**src/rtl/sram_read_arbiter.sv**
```systemverilog
// Two-client round-robin arbiter sharing one read port of a 256x32 SDP block SRAM.
// Optional burst regrant of the last owner is compiled in when SRAM_ARB_BURST_EN is defined.
module sram_read_arbiter #(
    parameter int DELAY     = 3,
    parameter int BURST_LEN = 4
) (
    input  logic        clk_i,
    input  logic        rst_ni,
    input  logic        req0_i,
    input  logic [7:0]  addr0_i,
    output logic        ack0_o,
    output logic [31:0] dat0_o,
    input  logic        req1_i,
    input  logic [7:0]  addr1_i,
    output logic        ack1_o,
    output logic [31:0] dat1_o,
    output logic        sram_ce_o,
    output logic [7:0]  sram_raddr_o,
    input  logic [31:0] sram_do_i
);

    typedef enum logic [1:0] {
        IDLE = 2'd0,
        READ = 2'd1,
        WAIT = 2'd2,
        DONE = 2'd3
    } state_t;

    state_t state;
    state_t state_next;
    logic   last_grant;
    logic   grant_valid;
    logic   grant_sel;
    logic   rr_sel;
    logic   pick;

    // DELAY only shapes simulation models of register timing; out-of-range values leave a marker here.
    if (DELAY < 0 || BURST_LEN < 1 || BURST_LEN > 15) begin : g_bad_params
    end

    // A tie goes to the client not granted last; a lone requester simply wins.
    assign rr_sel = (req0_i && req1_i) ? ~last_grant : req1_i;

`ifdef SRAM_ARB_BURST_EN
    logic [3:0] burst_cnt;
    logic       owner_req;
    logic       burst_hold;

    assign owner_req  = last_grant ? req1_i : req0_i;
    // A zero count means the owner has lost its burst claim.
    assign burst_hold = owner_req && (burst_cnt != 4'd0) && (burst_cnt < 4'(BURST_LEN));
    assign pick       = burst_hold ? last_grant : rr_sel;

    always_ff @(posedge clk_i or negedge rst_ni) begin
        if (!rst_ni) begin
            burst_cnt <= 4'd0;
        end else if (grant_valid) begin
            if (grant_sel != last_grant) begin
                burst_cnt <= 4'd1;
            end else if (burst_cnt < 4'(BURST_LEN)) begin
                burst_cnt <= burst_cnt + 4'd1;
            end
        end else if (state == IDLE && !owner_req) begin
            burst_cnt <= 4'd0;
        end
    end
`else
    assign pick = rr_sel;
`endif

    always_ff @(posedge clk_i or negedge rst_ni) begin
        if (!rst_ni) begin
            state <= IDLE;
        end else begin
            state <= state_next;
        end
    end

    always_comb begin
        state_next  = state;
        grant_valid = 1'b0;
        grant_sel   = last_grant;
        case (state)
            IDLE: begin
                if (req0_i || req1_i) begin
                    grant_valid = 1'b1;
                    grant_sel   = pick;
                    state_next  = READ;
                end
            end
            READ:    state_next = WAIT;
            WAIT:    state_next = DONE;
            DONE:    state_next = IDLE;
            default: state_next = IDLE;
        endcase
    end

    // last_grant doubles as the owner of the read in flight.
    always_ff @(posedge clk_i or negedge rst_ni) begin
        if (!rst_ni) begin
            sram_ce_o    <= 1'b0;
            sram_raddr_o <= 8'h00;
            ack0_o       <= 1'b0;
            ack1_o       <= 1'b0;
            dat0_o       <= 32'h0;
            dat1_o       <= 32'h0;
            last_grant   <= 1'b1;
        end else begin
            sram_ce_o <= grant_valid;
            ack0_o    <= 1'b0;
            ack1_o    <= 1'b0;
            if (grant_valid) begin
                sram_raddr_o <= grant_sel ? addr1_i : addr0_i;
                last_grant   <= grant_sel;
            end
            if (state == WAIT) begin
                if (last_grant) begin
                    dat1_o <= sram_do_i;
                    ack1_o <= 1'b1;
                end else begin
                    dat0_o <= sram_do_i;
                    ack0_o <= 1'b1;
                end
            end
        end
    end

endmodule
```
**config.mk**
```make
export PLATFORM = sky130hd
export DESIGN_NAME = sram_read_arbiter
export DESIGN_NICKNAME = d
export VERILOG_FILES = /design/src/rtl/sram_read_arbiter.sv
export SDC_FILE = /design/constraint.sdc
export NUM_CORES = 1
export LEC_CHECK = 0
export CELL_PAD_IN_SITES_DETAIL_PLACEMENT = 0
export CELL_PAD_IN_SITES_GLOBAL_PLACEMENT = 1
export CORE_UTILIZATION = 33
export CTS_CLUSTER_DIAMETER = 40
export DETAILED_ROUTE_END_ITERATION = 6
export HOLD_SLACK_MARGIN = 0.08
export PLACE_DENSITY = 0.83
export SKIP_CTS_REPAIR_TIMING = 1
export SYNTH_ARGS = -nofsm -noshare
export SYNTH_HDL_FRONTEND = slang
export SYNTH_SLANG_ARGS = --single-unit
```
**constraint.sdc**
```tcl
create_clock -name clk_i -period 1.55 [get_ports clk_i]
set_input_delay 0.31 -clock clk_i [delete_from_list [all_inputs] [get_ports clk_i]]
set_output_delay 0.31 -clock clk_i [all_outputs]
set_load 0.05 [all_outputs]
```
-- Word-level counts from Yosys, hierarchy flattened
Index checks and enable logic that the tools add are counted.
- bits in registers: 78
- bits of input ports: 52
- output and inout port bits: 75
- logic and storage cells: 30
- eq/ne operators: 4
- multiplexer cells: 12
- bitwise gates (word level): 1
- reduce and logical (&&, ||, !) cells: 5
- operators with widths (operator ; count):
    $mux W1 ; 9
    $mux W8 ; 1
    $pmux W2 S4 ; 1
    $eq A2 B2 Y1 const B ; 2
    $reduce_and A2 Y1 ; 2
    $eq A2 B1 Y1 const B ; 1
    $logic_not A2 Y1 ; 1
    $mux W2 ; 1
    $ne A2 B2 Y1 const B ; 1
    $logic_and A1 B1 Y1 ; 1
    $logic_or A1 B1 Y1 ; 1
    $not A1 Y1 ; 1

-- Longest topological paths before layout
Gate-level depths: netlist of the first run.
- word-level depth: 5
- mapped depth: 6
- gate-level depth less buffers: 5

-- Worst setup path before layout of the first run
No wires, ideal clock.
- path kind: reg-to-reg
- start: reg state[1]
- end: reg dat1_o[10]
- setup time: 0.125 ns
- arrival time: 1.272 ns
- data required time: 1.425 ns
- slack: 0.153 ns
- cell stages (with the launch flop): 5
- buffers on the path: 1
- clock period less this slack: 1.397 ns
- cell sequence: dfrtp_1 > ha_1 > nand2_2 > buf_2 > mux2_2
- cells in the longest elaborated chain, start to end: 2
- RTL lines (item ; line ; text):
    start: declaration ; 29 ; state_t state;
    start signal: assignment ; 75 ; state <= state_next;
    $eq A2 B2 Y1 ; 116 ; if (state == WAIT) begin
    $reduce_and A2 Y1 (no line) ; - ;
    end signal: assignment ; 118 ; dat1_o <= sram_do_i;
    end: declaration ; 16 ; output logic [31:0] dat1_o,
No other way between the ends.
A chain may end at the register's enable or synchronous reset.

-- Final worst setup path of the first run
- start: reg state[0]
- end: reg dat1_o[13]
The elaborated chain is that of the path after synthesis.

==> results of run 1 <==
## layout by cell type, fill, tap and decap left out, drive strengths merged, types with 2 or more instances in the layout
master / netlist / layout
clkinvlp: 0 / 4
dfrtp: 77 / 77
o311ai: 8 / 8
nand2: 11 / 11
nor2: 2 / 2
clkbuf: 1 / 11
clkdlybuf4s50: 0 / 50
inv: 15 / 15
mux2: 65 / 65
ha: 2 / 2
buf: 8 / 90
o2111ai: 8 / 8
a31oi: 2 / 2
## worst max-delay path by stage
stage                                    start                           to  slack, ns
final                     state[0]$_DFFE_PN0P_       dat1_o[13]$_DFFE_PN0P_       0.06
after global routing      state[0]$_DFFE_PN0P_        dat1_o[8]$_DFFE_PN0P_      -0.02
after CTS                 state[0]$_DFFE_PN0P_  sram_raddr_o[4]$_DFFE_PN0P_      -0.07
after detailed placement                req1_i  sram_raddr_o[7]$_DFFE_PN0P_      -0.11
after global placement                  req1_i  sram_raddr_o[3]$_DFFE_PN0P_      -0.03
after floorplan           state[1]$_DFFE_PN0P_       dat1_o[10]$_DFFE_PN0P_       0.15
## metal layers
layer / vias to the layer above / wire length [µm]
li1: 1007 / -
met4: 0 / 100
met5: - / 0
met1: 1076 / 2811
met3: 11 / 477
met2: 82 / 3461
## state kept, by name, summed over array words and instances (netlist names), named ones only
signal	cells
dat0_o	32
dat1_o	32
sram_raddr_o	8
state	2
ack0_o	1
ack1_o	1
sram_ce_o	1
## cell families (layout without fill, tap and decap cells)
family / after synthesis / count (layout)
muxes: 65 / 65
buffers and inverters: 24 / 172
and+or+nand+nor: 13 / 13
adders and majority gates: 2 / 2
AOI/OAI and AO/OA: 20 / 20
DFF: 78 / 78
## final cells by class
| class | instances | area, µm² |
|---|---|---|
| clock buffers | 11 | 131.4 |
| inverters | 15 | 56.30 |
| multi-input cells | 100 | 1008 |
| flip-flops and latches | 78 | 1953 |
| well taps | 108 | 135.1 |
| clock inverters | 5 | 60.06 |
| fillers | 745 | 3980 |
| repair buffers | 141 | 1524 |
## metrics by stage
step | std cells | util, % | hold slack [ns] | setup WS [ns]
after floorplan | 202 | - | 0.01441 | 0.1529
final | 458 | 55.02 | 0.3520 | 0.05618
after global placement | 441 | 52.60 | 0.1732 | -0.02697
after global routing | 458 | 55.02 | 0.3523 | -0.01676
after detailed placement | 441 | 52.60 | 0.1814 | -0.1059
after CTS | 457 | 54.77 | -0.2069 | -0.07026
## worst reg2reg max path, delay by kind of cell (launching register included)
kind / cells / cell delay (ns)
flops: 1 / 0.37
buf+inv: 2 / 0.32
fa+ha+maj: 1 / 0.28
mux: 1 / 0.28
simple gates: 1 / 0.13
==> results.json, run 1 <==
{
  "status": "complete, but fails checks",
  "violations": "DRC",
  "synthFlopType": "dfrtp_1",
  "placed_cell_area_mm2": 0.004654,
  "via_count": 2176,
  "ant_nets": 0,
  "postSynthAreaPerCell_um2": 15.19,
  "yosysSeqAreaShare_pct": 63.66,
  "die_y_um": 98.42,
  "final_nets": 399,
  "slowest_stage": "dfrtp_1",
  "diodes": 0,
  "gp_congestion": 0.8276,
  "synthMuxAreaShare_pct": 23.86,
  "grt_usage_pct": 14.89,
  "synth_xor_area_share_pct": 0,
  "io_pins": 127,
  "cts_root_buffer": "clkbuf_8",
  "cp-end-kind": "register",
  "grt_pass1_vias": 2322,
  "maxSlewViolCount": 0,
  "syn-instance-count": 202,
  "slew_headroom_pct": 76.70,
  "min_period_ns": 1.494,
  "fmax_mhz": 669.4,
  "grt-busiest-layer": "met2",
  "port_buffers": 126,
  "maxCapViolCount": 0,
  "crit_type": "register to register",
  "cts.sinks": 78,
  "synthAdderAreaFrac_pct": 0.8157,
  "yosys_warnings": 0,
  "rrSetupSlack_ns": 0.06,
  "clkSlewWorstSetupHoldPaths_ns": 0.08,
  "wl_per_cell_um": 14.96,
  "hold_class": "input pin to async pin",
  "cp-start-kind": "register",
  "cts_tree": "yes",
  "clk_path_buf_depth": 2,
  "synth_area_mm2": 0.003068,
  "core_area_mm2": 0.008848,
  "synth_top_area_cell": "dfrtp_1",
  "r2r-end": "dat1_o[13]$_DFFE_PN0P_",
  "tightest_slew_ns": 0.3495,
  "grt_pass1_wl_um": 11220,
  "crit_cells": 5,
  "hpwl_um": 4852,
  "cp.buffers_inverters": 2,
  "syn-num-nets": 256,
  "first_iter_violations": 54,
  "slowest_delay_ns": 0.37,
  "remaining_drc_errors": 10,
  "final.setup.tns_ns": 0,
  "fp-row-count": 34,
  "synth-seq-cells": 78,
  "crit_chain": "inv_1, ha_1, nand2_2, buf_12, mux2_2",
  "initial_utilization_pct": 34.67,
  "hold_violations": 0,
  "synth.top_cells.by_area": "dfrtp_1 (63%), mux2_2 (24%), o2111ai_1 (2.3%)",
  "critical_path.top_delay_family": "flip-flops",
  "met3_usage_pct": 4.610,
  "setup_viol": 0,
  "numCtsBuffers": 9,
  "final_area_mm2": 0.004868,
  "synth_common_cells": "dfrtp_1 (77), mux2_2 (65), inv_1 (14)",
  "fin_skew_ns": 0.007413,
  "drt_pass1_iterations": 7,
  "area_growth_pct": 58.69,
  "yosysUniqueCellTypes": 20,
  "grt_max_degree": 65,
  "finalCritPeriodShare_pct": 96.38,
  "grtUsageMet2_pct": 24.38,
  "clk_latency_ns": 0.34,
  "arrival_ns": 1.71,
  "synth_edf_count": 0,
  "required_ns": 1.77,
  "drive_gt1_share_pct": 50.57,
  "async_reset_ff_share_pct": 100.0,
  "grt_antenna_before_repair": 0,
  "synthMostInstantiatedCell": "dfrtp_1",
  "r2r.worst_path.cells": 5,
  "die_w_um": 98.42,
  "synth-compound-area-share_pct": 5.873,
  "synth-simple-area-share_pct": 1.917,
  "ctsHtreeMaxLevel": 3,
  "synth_top_family_by_area": "multiplexers",
  "path_max_fanout": 17,
  "met1_usage_pct": 18.01,
  "rr_startpoint": "state[0]$_DFFE_PN0P_",
  "wl_um": 6851,
  "vias_per_cell": 4.751,
  "die-area_mm2": 0.009687,
  "grt_overflow_total": 0,
  "synth_top_cell_area_share_pct": 62.81
}
Power of run 1 is not shown: default switching activity piles up to over one toggle a cycle in this logic, so the estimate is an artifact.
==> run 2, diff against run 1 <==
--- a/config.mk
+++ b/config.mk
@@ -13,6 +13,7 @@
 export HOLD_SLACK_MARGIN = 0.08
 export PLACE_DENSITY = 0.83
 export SKIP_CTS_REPAIR_TIMING = 1
+export SLEW_MARGIN = 0
 export SYNTH_ARGS = -nofsm -noshare
 export SYNTH_HDL_FRONTEND = slang
 export SYNTH_SLANG_ARGS = --single-unit
==> results of run 2 <==
The final DEF is identical to that of run 1; final timing and power are the same.
Power of run 2 is left out for the same reason.
